### config.mk
export PLATFORM = sky130hd
export DESIGN_NAME = arith_exec_unit
export DESIGN_NICKNAME = d
export VERILOG_FILES = /design/src/rtl/arith_exec_unit.sv
export SDC_FILE = /design/constraint.sdc
export NUM_CORES = 1
export LEC_CHECK = 0
export ABC_CLOCK_PERIOD_IN_PS = 9700
export BUFFER_PORTS_ARGS = -buffer_cell sky130_fd_sc_hd__buf_2
export CORE_ASPECT_RATIO = 1.4
export CORE_UTILIZATION = 50
export CTS_CLUSTER_SIZE = 10
export DETAILED_ROUTE_END_ITERATION = 10
export GPL_TIMING_DRIVEN = 0
export PLACE_DENSITY_LB_ADDON = 0.2
export SYNTH_ARGS = -nofsm -noshare
export SYNTH_HDL_FRONTEND = slang
export SYNTH_SLANG_ARGS = --single-unit
### constraint.sdc
create_clock -name clk -period 9.7 [get_ports clk]
set_input_delay 0.485 -clock clk [delete_from_list [all_inputs] [get_ports clk]]
set_output_delay 0.485 -clock clk [all_outputs]
set_load 0.05 [all_outputs]
### src/rtl/arith_exec_unit.sv
// Multi-cycle handshaked arithmetic unit: 1-cycle ADD/SUB/INC/DEC, iterative MUL and DIV.
// Define ARITH_DIV_EN to build the restoring divider; otherwise DIV returns err=1.

package constants;
  localparam int WORD_SIZE   = 19;
  localparam int OPCODE_SIZE = 4;
endpackage

package opcodes;
  localparam logic [constants::OPCODE_SIZE-1:0] OP_ADD = 4'h0;
  localparam logic [constants::OPCODE_SIZE-1:0] OP_SUB = 4'h1;
  localparam logic [constants::OPCODE_SIZE-1:0] OP_INC = 4'h2;
  localparam logic [constants::OPCODE_SIZE-1:0] OP_DEC = 4'h3;
  localparam logic [constants::OPCODE_SIZE-1:0] OP_MUL = 4'h4;
  localparam logic [constants::OPCODE_SIZE-1:0] OP_DIV = 4'h5;
endpackage

module arith_exec_unit
  import constants::*;
  import opcodes::*;
(
  input  logic                   clk,
  input  logic                   rst,
  input  logic                   req_valid,
  output logic                   req_ready,
  input  logic [OPCODE_SIZE-1:0] req_opcode,
  input  logic [WORD_SIZE-1:0]   req_op1,
  input  logic [WORD_SIZE-1:0]   req_op2,
  output logic                   rsp_valid,
  input  logic                   rsp_ready,
  output logic [WORD_SIZE-1:0]   rsp_result,
  output logic [WORD_SIZE-1:0]   rsp_rem,
  output logic                   rsp_carry,
  output logic                   rsp_err
);

  localparam int CNT_W = $clog2(WORD_SIZE);

  typedef enum logic [1:0] {IDLE, BUSY, DONE} state_t;

  state_t                   state_reg, state_next;
  logic [CNT_W-1:0]         cnt_reg;
  logic [OPCODE_SIZE-1:0]   opcode_reg;
  logic [WORD_SIZE-1:0]     op1_reg;
  logic [WORD_SIZE-1:0]     op2_reg;
  logic [2*WORD_SIZE-1:0]   acc_reg;
  logic [2*WORD_SIZE-1:0]   mcand_reg;
  logic                     rsp_valid_reg;
  logic [WORD_SIZE-1:0]     rsp_result_reg, rsp_rem_reg;
  logic                     rsp_carry_reg, rsp_err_reg;
  logic [WORD_SIZE-1:0]     result_next, rem_next;
  logic                     carry_next, err_next;
  logic                     iterative;

`ifdef ARITH_DIV_EN
  logic [WORD_SIZE-1:0]     rem_reg;
  logic [WORD_SIZE:0]       div_shift, div_diff;
  assign div_shift = {rem_reg, op1_reg[WORD_SIZE-1]};
  assign div_diff  = div_shift - {1'b0, op2_reg};
  assign iterative = (req_opcode == OP_MUL) || ((req_opcode == OP_DIV) && (req_op2 != '0));
`else
  assign iterative = (req_opcode == OP_MUL);
`endif

  assign req_ready  = (state_reg == IDLE);
  assign rsp_valid  = rsp_valid_reg;
  assign rsp_result = rsp_result_reg;
  assign rsp_rem    = rsp_rem_reg;
  assign rsp_carry  = rsp_carry_reg;
  assign rsp_err    = rsp_err_reg;

  always_ff @(posedge clk or posedge rst) begin
    if (rst) state_reg <= IDLE;
    else     state_reg <= state_next;
  end

  always_comb begin
    state_next = state_reg;
    case (state_reg)
      IDLE: if (req_valid) state_next = iterative ? BUSY : DONE;
      BUSY: if (cnt_reg == '0) state_next = DONE;
      DONE: if (rsp_valid_reg && rsp_ready) state_next = IDLE;
      default: state_next = IDLE;
    endcase
  end

  // Response values derived from the latched operands / finished iteration state.
  always_comb begin
    result_next = '0;
    rem_next    = '0;
    carry_next  = 1'b0;
    err_next    = 1'b0;
    case (opcode_reg)
      OP_ADD: {carry_next, result_next} = {1'b0, op1_reg} + {1'b0, op2_reg};
      OP_SUB: {carry_next, result_next} = {1'b0, op1_reg} - {1'b0, op2_reg};
      OP_INC: {carry_next, result_next} = {1'b0, op1_reg} + (WORD_SIZE+1)'(1);
      OP_DEC: {carry_next, result_next} = {1'b0, op1_reg} - (WORD_SIZE+1)'(1);
      OP_MUL: begin
        result_next = acc_reg[WORD_SIZE-1:0];
        carry_next  = |acc_reg[2*WORD_SIZE-1:WORD_SIZE];
      end
      OP_DIV: begin
`ifdef ARITH_DIV_EN
        if (op2_reg == '0) begin
          result_next = '1;
          rem_next    = op1_reg;
          err_next    = 1'b1;
        end else begin
          result_next = op1_reg;
          rem_next    = rem_reg;
        end
`else
        err_next = 1'b1;
`endif
      end
      default: err_next = 1'b1;
    endcase
  end

  always_ff @(posedge clk or posedge rst) begin
    if (rst) begin
      cnt_reg        <= '0;
      opcode_reg     <= '0;
      op1_reg        <= '0;
      op2_reg        <= '0;
      acc_reg        <= '0;
      mcand_reg      <= '0;
      rsp_valid_reg  <= 1'b0;
      rsp_result_reg <= '0;
      rsp_rem_reg    <= '0;
      rsp_carry_reg  <= 1'b0;
      rsp_err_reg    <= 1'b0;
`ifdef ARITH_DIV_EN
      rem_reg        <= '0;
`endif
    end else begin
      case (state_reg)
        IDLE: if (req_valid) begin
          opcode_reg <= req_opcode;
          op1_reg    <= req_op1;
          op2_reg    <= req_op2;
          acc_reg    <= '0;
          mcand_reg  <= {{WORD_SIZE{1'b0}}, req_op1};
          cnt_reg    <= CNT_W'(WORD_SIZE - 1);
`ifdef ARITH_DIV_EN
          rem_reg    <= '0;
`endif
        end
        BUSY: begin
          cnt_reg <= cnt_reg - 1'b1;
          if (opcode_reg == OP_MUL) begin
            // LSB-first shift-add: op2 shifts down, multiplicand shifts up
            if (op2_reg[0]) acc_reg <= acc_reg + mcand_reg;
            mcand_reg <= mcand_reg << 1;
            op2_reg   <= op2_reg >> 1;
          end
`ifdef ARITH_DIV_EN
          else begin
            // op1_reg doubles as the dividend/quotient shift register
            if (!div_diff[WORD_SIZE]) begin
              rem_reg <= div_diff[WORD_SIZE-1:0];
              op1_reg <= {op1_reg[WORD_SIZE-2:0], 1'b1};
            end else begin
              rem_reg <= div_shift[WORD_SIZE-1:0];
              op1_reg <= {op1_reg[WORD_SIZE-2:0], 1'b0};
            end
          end
`endif
        end
        DONE: begin
          if (!rsp_valid_reg) begin
            rsp_valid_reg  <= 1'b1;
            rsp_result_reg <= result_next;
            rsp_rem_reg    <= rem_next;
            rsp_carry_reg  <= carry_next;
            rsp_err_reg    <= err_next;
          end else if (rsp_ready) begin
            rsp_valid_reg <= 1'b0;
          end
        end
        default: ;
      endcase
    end
  end

endmodule

==> flow_summary.yaml, run 1 <==
synth:
  postSynthRegisterBits: 147
  dominantRegCellSynth: "sky130_fd_sc_hd__dfrtp_1"
  share_of_the_yosys_chip_area_belonging_to_registers: 0.343
  synth_area_leader_cell: "sky130_fd_sc_hd__dfrtp_1"
  ys.warnings.count: 0
  synth_most_common_cell: "sky130_fd_sc_hd__nand2_1"
  syn_area_um2: 10700
  post_synth_main_area_contributors: "sky130_fd_sc_hd__dfrtp_1 (34%), sky130_fd_sc_hd__ha_1 (9.2%), sky130_fd_sc_hd__nand2_1 (7.4%)"
  netlist_instances: 1283
  distinct_cells_synth: 81
  number_of_synthesized_flops_with_an_enable_pin: 0
  asyncSetResetFlopFracSynth: 1.00
  syn_avg_cell_area_um2: 8.36
  area_fraction_of_the_dominant_cell_type_after_synthesis: 0.343
  synthTopCellsByCount: "sky130_fd_sc_hd__nand2_1 (210), sky130_fd_sc_hd__dfrtp_1 (147), sky130_fd_sc_hd__o21ai_0 (134)"
floorplan:
  dieArea_um2: 22000
  die_h_um: 175
  core.rowCount: 63
  initial_utilization: 0.508
  pin_count: 88
  design.core.area_um2: 21100
  floorplan.die.width_um: 126
final_layout:
  finalNetCount: 1517
  syn_to_final_growth_pct: 12.9
  share_of_post_route_cells_with_drive_strength_above_1: 0.107
  final_cell_area_um2: 12100
  antenna_diode_count: 0
placed_design:
  io_buffer_count: 68
  routabilityCongestion: 0.909
  detailed_place.area_um2: 11500
  dp_worst_setup_slack_ns: 6.59
  detailed_place_hpwl_mm: 24.0
worst_setup_path:
  worst_path_largest_cell_delay_ns: 0.48
  worstPathMaxFanout: 7
  critPathCaptureType: "register"
  path_class: "reg2reg"
  crit_family: "compound AO/OA/AOI/OAI gates"
  worst_path_cell_chain: "inv_1 -> ha_1 -> fa_1 -> nand2b_1 -> a21oi_1 -> o41a_1 -> a41oi_2 -> a21oi_1 -> a41oi_1 -> xnor2_1 -> a222oi_1 -> o21ai_1"
  crit_buf_inv: 1
  critPathMostFrequentCell: "sky130_fd_sc_hd__a21oi_1"
  r2r_setup_slack_ns: 6.52
  worst_ep_required_time_ns: 10.01
  cp_slowest_cell: "sky130_fd_sc_hd__dfrtp_1"
  timing.critical_path.from_type: "register"
  critical_path_arrival_ns: 3.49
pwr:
  power.share.sequential: 0.271
  p_comb_frac: 0.530
  leakage_nw: 5.81
  areal_power_density_over_the_cells_nw_per_um2: 298
  net-switching-power_mw: 1.72
  share_clk_of_total_power: 0.199
  sw_frac_of_total: 0.477
  vdd.ir_drop.worst_mv: 0.160
  cell_internal_pwr_mw: 1.89
global_route:
  grt_pass1_vias: 9519
  gr-usage-all-layers: 0.293
  overall_overflow_remaining_after_global_route: 0
  grt_start_max_net_pins: 98
  grt_pass1_wl_mm: 50.1
  grt_antenna_before_repair: 0
cts:
  cts.hold.buffers_added: 0
  worstSkewPairLatency_ns: 0.44
  clockBufferDepth: 2
  cts_made_buffers: 17
  post_cts.resized_instances: 0
  cts_setup_buffers: 0
  cts-root-buf: "sky130_fd_sc_hd__clkbuf_16"
  clkSinkCount: 147
  cts_max_level: 4
  tritoncts: "yes"
  worst_setup_hold_path_clk_slew_ns: 0.06
timing:
  finClkSkew_ns: 0.00991
  slew_viol_final: 0
  finalHoldWorstSlack_ns: 0.0766
  finalSetupTns_ns: 0
  max_clock_freq_mhz: 314
  worst-slew-pin-transition_ns: 1.15
  finalWorstPathRequiredPeriod_ns: 3.18
  finalCritPeriodShare: 0.328
  grt_setup_unrepaired: "false"
  finalWorstSetupSlack_ns: 6.52
  relSlewSlack: 0.226
  timing.final.setup_violations: 0
  timing.final.hold_violations: 0
job:
  cap_violations: 0
route:
  number_of_vias_after_detailed_routing: 9751
  drt-initial-drc-count: 605
  wl_per_cell_um: 18.8
  detail_route.drc_violations: 0
  routed_via_density: 5.87
  postRouteAntennaNets: 0
  routed_wirelength_mm: 31.2
  detail_route.first_pass.iterations: 5
run_status:
  outcome: "finished, final reports clean"
hold_path:
  classification_of_the_worst_slack_hold_path: "in2async"
## path summary, 6_finish.rpt
check,from,to,depth (start not counted)
max,op1_reg[0],rsp_result[10],12
min reg2reg,rsp_result[6],rsp_result[6],2
max reg2reg,op1_reg[0],rsp_result[10],12
min in group clk,req_op1[15],op1_reg[15],3
min,rst,mcand_reg[34],2
max in group asynchronous,rst,op1_reg[17],3
## per-layer routing
| layer | up-vias | global-route usage | wire, um |
|---|---|---|---|
| li1 | 4752 | - | - |
| met1 | 4686 | 0.335 | 12500 |
| met2 | 253 | 0.544 | 16300 |
| met3 | 60 | 0.0381 | 1180 |
| met4 | 0 | 0.127 | 1160 |
| met5 | - | 0 | 0 |
## metrics by stage
stage          total power [mW]  instances  utilization
3_3_place_gp               2.84       1629        0.542
3_5_place_dp               2.86       1630        0.544
5_1_grt                    3.86       1662        0.573
4_1_cts                    3.59       1662        0.573
6_report                   3.61       1662        0.573
2_1_floorplan              2.36       1301            -
## power groups by stage
stage | sequential (mW) | combinational (mW) | clock (mW)
floorplan | 1.04 | 1.32 | 0
detailed placement | 0.981 | 1.88 | 0
global route | 1.00 | 2.11 | 0.750
finish | 0.978 | 1.91 | 0.716
CTS | 0.974 | 1.89 | 0.723
global placement | 0.978 | 1.86 | 0
## logic make-up after synthesis
group / count (synthesis) / synth area share
other: 1 / 0.000350
multiplexers: 39 / 0.0364
adder cells (fa/ha/maj): 82 / 0.0978
AND/OR/NAND/NOR: 450 / 0.194
AO/OA/AOI/OAI: 358 / 0.216
buffers and inverters: 136 / 0.0547
flip-flops: 147 / 0.343
XOR/XNOR: 70 / 0.0572
## area by class of cell
type | count | area [um^2]
Tap cell | 260 | 325
Inverter | 46 | 178
Multi-Input combinational cell | 1018 | 6530
Fill cell | 2022 | 9020
Sequential cell | 147 | 3680
Clock inverter | 10 | 155
Timing Repair Buffer | 69 | 368
Buffer | 90 | 414
Clock buffer | 22 | 464
## cells in the final DEF (no fill, tap or decap), types with 7 or more instances in the layout
cell type,count
sky130_fd_sc_hd__and3_1,9
sky130_fd_sc_hd__a211oi_1,10
sky130_fd_sc_hd__nor3_1,16
sky130_fd_sc_hd__o21ai_0,134
sky130_fd_sc_hd__buf_2,72
sky130_fd_sc_hd__nor2b_1,9
sky130_fd_sc_hd__o21ai_1,12
sky130_fd_sc_hd__nand2_1,210
sky130_fd_sc_hd__a31oi_1,15
sky130_fd_sc_hd__xnor2_1,34
sky130_fd_sc_hd__o31ai_1,10
sky130_fd_sc_hd__conb_1,19
sky130_fd_sc_hd__ha_1,79
sky130_fd_sc_hd__mux2i_1,39
sky130_fd_sc_hd__o21a_1,7
sky130_fd_sc_hd__nand4_1,13
sky130_fd_sc_hd__nor2_1,67
sky130_fd_sc_hd__or3_1,7
sky130_fd_sc_hd__a21o_1,20
sky130_fd_sc_hd__a21oi_1,60
sky130_fd_sc_hd__dfrtp_1,147
sky130_fd_sc_hd__clkbuf_1,67
sky130_fd_sc_hd__nand2b_1,16
sky130_fd_sc_hd__inv_1,45
sky130_fd_sc_hd__nand3_1,66
sky130_fd_sc_hd__a222oi_1,8
sky130_fd_sc_hd__nor4_1,13
sky130_fd_sc_hd__buf_4,19
sky130_fd_sc_hd__clkbuf_16,17
sky130_fd_sc_hd__a22oi_1,7
sky130_fd_sc_hd__xor2_1,36
sky130_fd_sc_hd__a221oi_1,7
No activity file was read; power rests on OpenSTA's default activity.
==> inputs of run 2 (changes only) <==
--- a/config.mk
+++ b/config.mk
@@ -5,7 +5,8 @@
 export SDC_FILE = /design/constraint.sdc
 export NUM_CORES = 1
 export LEC_CHECK = 0
-export ABC_CLOCK_PERIOD_IN_PS = 9700
+export ABC_AREA = 1
+export ABC_CLOCK_PERIOD_IN_PS = 3300
 export BUFFER_PORTS_ARGS = -buffer_cell sky130_fd_sc_hd__buf_2
 export CORE_ASPECT_RATIO = 1.4
 export CORE_UTILIZATION = 50
==> constraint.sdc (replaced) <==
create_clock -name clk -period 3.3 [get_ports clk]
set_input_delay 0.165 -clock clk [delete_from_list [all_inputs] [get_ports clk]]
set_output_delay 0.165 -clock clk [all_outputs]
set_load 0.05 [all_outputs]
==> run 2 against run 1 <==
Compared with the run above:
- count of clock-buffer cells in the layout shrank 5
- cell area grew 20%
- die area grew 19%
- maximum frequency grew 7.2%
- register-to-register slack lost 6.2 ns
- synthesized cell count grew 55%
- critical path depth grew 3
- critical endpoint is now rsp_result[12]
- largest power group unchanged
==> flow_summary.yaml, run 2 <==
floorplan:
  design.core.area_um2: 24900
  dieArea_um2: 26300
  floorplan.die.width_um: 137
  initial_utilization: 0.514
  die_h_um: 191
  pin_count: 88
  core.rowCount: 68
job:
  cap_violations: 0
synth:
  netlist_instances: 1990
  synth_most_common_cell: "sky130_fd_sc_hd__nand2_1"
  asyncSetResetFlopFracSynth: 1.00
  ys.warnings.count: 0
  postSynthRegisterBits: 147
  syn_area_um2: 12800
  dominantRegCellSynth: "sky130_fd_sc_hd__dfrtp_1"
  post_synth_main_area_contributors: "sky130_fd_sc_hd__dfrtp_1 (29%), sky130_fd_sc_hd__nand2_1 (17%), sky130_fd_sc_hd__ha_1 (7.7%)"
  distinct_cells_synth: 50
  number_of_synthesized_flops_with_an_enable_pin: 0
  syn_avg_cell_area_um2: 6.44
  share_of_the_yosys_chip_area_belonging_to_registers: 0.287
  synth_area_leader_cell: "sky130_fd_sc_hd__dfrtp_1"
  synthTopCellsByCount: "sky130_fd_sc_hd__nand2_1 (588), sky130_fd_sc_hd__inv_1 (233), sky130_fd_sc_hd__nand3_1 (193), sky130_fd_sc_hd__nor2_1 (193), sky130_fd_sc_hd__dfrtp_1 (147)"
  area_fraction_of_the_dominant_cell_type_after_synthesis: 0.287
worst_setup_path:
  worst_ep_required_time_ns: 3.65
  timing.critical_path.from_type: "register"
  crit_buf_inv: 2
  critPathMostFrequentCell: "sky130_fd_sc_hd__nand2_1"
  worstPathMaxFanout: 7
  worst_path_largest_cell_delay_ns: 0.50
  path_class: "reg2reg"
  crit_family: "simple AND/OR/NAND/NOR gates"
  cp_slowest_cell: "sky130_fd_sc_hd__dfrtp_2"
  critPathCaptureType: "register"
  worst_path_cell_chain: "inv_1 -> ha_1 -> fa_1 -> inv_1 -> nand3_1 -> nand3_1 -> nand3_1 -> nand2_1 -> nand2_1 -> nand2_1 -> nand2_1 -> nand3_1 -> nand3_1 -> nand2_1 -> nand2_1"
  critical_path_arrival_ns: 3.32
timing:
  finalSetupTns_ns: 0
  max_clock_freq_mhz: 337
  timing.final.setup_violations: 0
  finClkSkew_ns: 0.0133
  grt_setup_unrepaired: "false"
  slew_viol_final: 0
  relSlewSlack: 0.434
  worst-slew-pin-transition_ns: 0.847
  finalWorstPathRequiredPeriod_ns: 2.97
  finalWorstSetupSlack_ns: 0.333
  finalCritPeriodShare: 0.899
  timing.final.hold_violations: 0
final_layout:
  n_fill_cell: 2547
  mostFrequentLayoutCell: "sky130_fd_sc_hd__nand2_1"
  share_of_post_route_cells_with_drive_strength_above_1: 0.110
  layoutNonFillerInstCount: 2451
  syn_to_final_growth_pct: 13.4
  most-common-layout-cells: "sky130_fd_sc_hd__nand2_1 (588), sky130_fd_sc_hd__inv_1 (232), sky130_fd_sc_hd__nor2_1 (193), sky130_fd_sc_hd__nand3_1 (193), sky130_fd_sc_hd__dfrtp_1 (146)"
  finish.utilization: 0.583
  finalNetCount: 2250
global_route:
  use_met3: 0.0618
  grt_pass1_wl_mm: 77.7
  overall_overflow_remaining_after_global_route: 0
  global_route.peak_usage_layer: "met2"
  grt_antenna_before_repair: 0
  gr-usage-met2: 0.729
  gr-usage-all-layers: 0.408
  grt_start_max_net_pins: 43
  met1_usage: 0.375
  grt_pass1_vias: 14100
run_status:
  outcome: "finished, final reports clean"
cts:
  worstSkewPairLatency_ns: 0.45
  clkSinkCount: 147
  cts_max_level: 4
  cts-root-buf: "sky130_fd_sc_hd__clkbuf_16"
  cts_made_buffers: 17
  tritoncts: "yes"
  worst_setup_hold_path_clk_slew_ns: 0.08
  clockBufferDepth: 2
  cts_setup_buffers: 0
pwr:
  areal_power_density_over_the_cells_nw_per_um2: 938
  fin_total_pwr_mw: 13.6
  leakage_nw: 7.46
  vdd.ir_drop.worst_mv: 0.640
placed_design:
  dp_worst_setup_slack_ns: 0.369
  routabilityCongestion: 1.10
  detailed_place_hpwl_mm: 41.9
  numPlacedInstances: 2394
  io_buffer_count: 68
route:
  number_of_vias_after_detailed_routing: 14100
  routed_via_density: 5.74
  wl_per_cell_um: 21.2
  drt-initial-drc-count: 968
  detail_route.drc_violations: 0
  postRouteAntennaNets: 0
  detail_route.first_pass.iterations: 5
  routed_wirelength_mm: 52.0
hold_path:
  classification_of_the_worst_slack_hold_path: "in2reg"
==> run 2: changes by cell type after synthesis, sizes merged, moves of 20 or more <==
cell / delta
mux2i: -38
xor2: -30
buf: +40
o211ai: +29
xnor2: -32
nand2: +385
nand3: +134
a21oi: +47
inv: +200
a21o: -20
clkbuf: -49
nor2: +143
==> run 2: power breakdown <==
| part | switching (mW) | internal, mW | leakage (nW) | total (mW) |
|---|---|---|---|---|
| clock | 0.993 | 1.03 | 0.294 | 2.02 |
| sequential | 0.613 | 2.35 | 1.92 | 2.96 |
| combinational | 6.21 | 2.44 | 5.25 | 8.65 |
| total | 7.82 | 5.82 | 7.46 | 13.6 |
==> run 2: layout make-up <==
type | instances | area [um^2] | share of cell area
Buffer | 81 | 493 | 0.0339
Antenna cell | 1 | 2.50 | 0.000172
Sequential cell | 147 | 3680 | 0.253
Multi-Input combinational cell | 1534 | 7780 | 0.535
Clock inverter | 15 | 188 | 0.0129
Timing Repair Buffer | 95 | 641 | 0.0441
Clock buffer | 17 | 425 | 0.0293
Tap cell | 315 | 394 | 0.0271
Inverter | 246 | 932 | 0.0641
==> run 2: worst paths after layout <==
path | from | to | slack, ns | cells after the start
max reg2reg | op1_reg[0] | rsp_result[12] | 0.33 | 15
min reg2reg | cnt_reg[4] | cnt_reg[4] | 0.48 | 1
min | req_op1[10] | op1_reg[10] | 0.007 | 3
max | op1_reg[0] | rsp_result[12] | 0.33 | 15
min in group asynchronous | rst | acc_reg[36] | 0.43 | 3
max in group asynchronous | rst | op1_reg[0] | 2.16 | 4
==> run 2: logic make-up (layout without fill, tap and decap cells) <==
logic type	Yosys count	after routing	share of synthesized area
multiplexers	1	1	0.000781
buffers and inverters	327	454	0.111
AO/OA/AOI/OAI	346	346	0.153
other	1	20	0.000293
AND/OR/NAND/NOR	1078	1078	0.360
adder cells (fa/ha/maj)	82	82	0.0819
XOR/XNOR	8	8	0.00547
flip-flops	147	147	0.287
==> run 2: per-layer routing <==
| layer | vias to the layer above | wire length, um |
|---|---|---|
| li1 | 6743 | - |
| met1 | 6541 | 16900 |
| met2 | 553 | 26600 |
| met3 | 233 | 2370 |
| met4 | 0 | 6090 |
| met5 | - | 0 |
==> run 2: through the flow <==
stage	instance area, um^2	hold WS (ns)
after global routing	14500	0.0155
after global placement	13600	0.395
after CTS	14500	0.00311
after detailed placement	13700	0.360
after floorplan	12900	0.286
final	14500	0.00686
==> run 2: worst reg2reg max path, cell delays in order, from the launching register on <==
cell and delay (ns):
sky130_fd_sc_hd__dfrtp_2 0.50, sky130_fd_sc_hd__inv_1 0.17, sky130_fd_sc_hd__ha_1 0.31, sky130_fd_sc_hd__fa_1 0.42, sky130_fd_sc_hd__inv_1 0.21, sky130_fd_sc_hd__nand3_1 0.11, sky130_fd_sc_hd__nand3_1 0.16, sky130_fd_sc_hd__nand3_1 0.10
sky130_fd_sc_hd__nand2_1 0.32, sky130_fd_sc_hd__nand2_1 0.14, sky130_fd_sc_hd__nand2_1 0.08, sky130_fd_sc_hd__nand2_1 0.04, sky130_fd_sc_hd__nand3_1 0.07, sky130_fd_sc_hd__nand3_1 0.11, sky130_fd_sc_hd__nand2_1 0.08, sky130_fd_sc_hd__nand2_1 0.05
==> run 2: timing repair <==
action                     4_1_cts  5_1_grt
setup endpoints to repair        0        1
hold endpoints to repair        54        0
hold buffers                    24        0
resized for setup                0        1
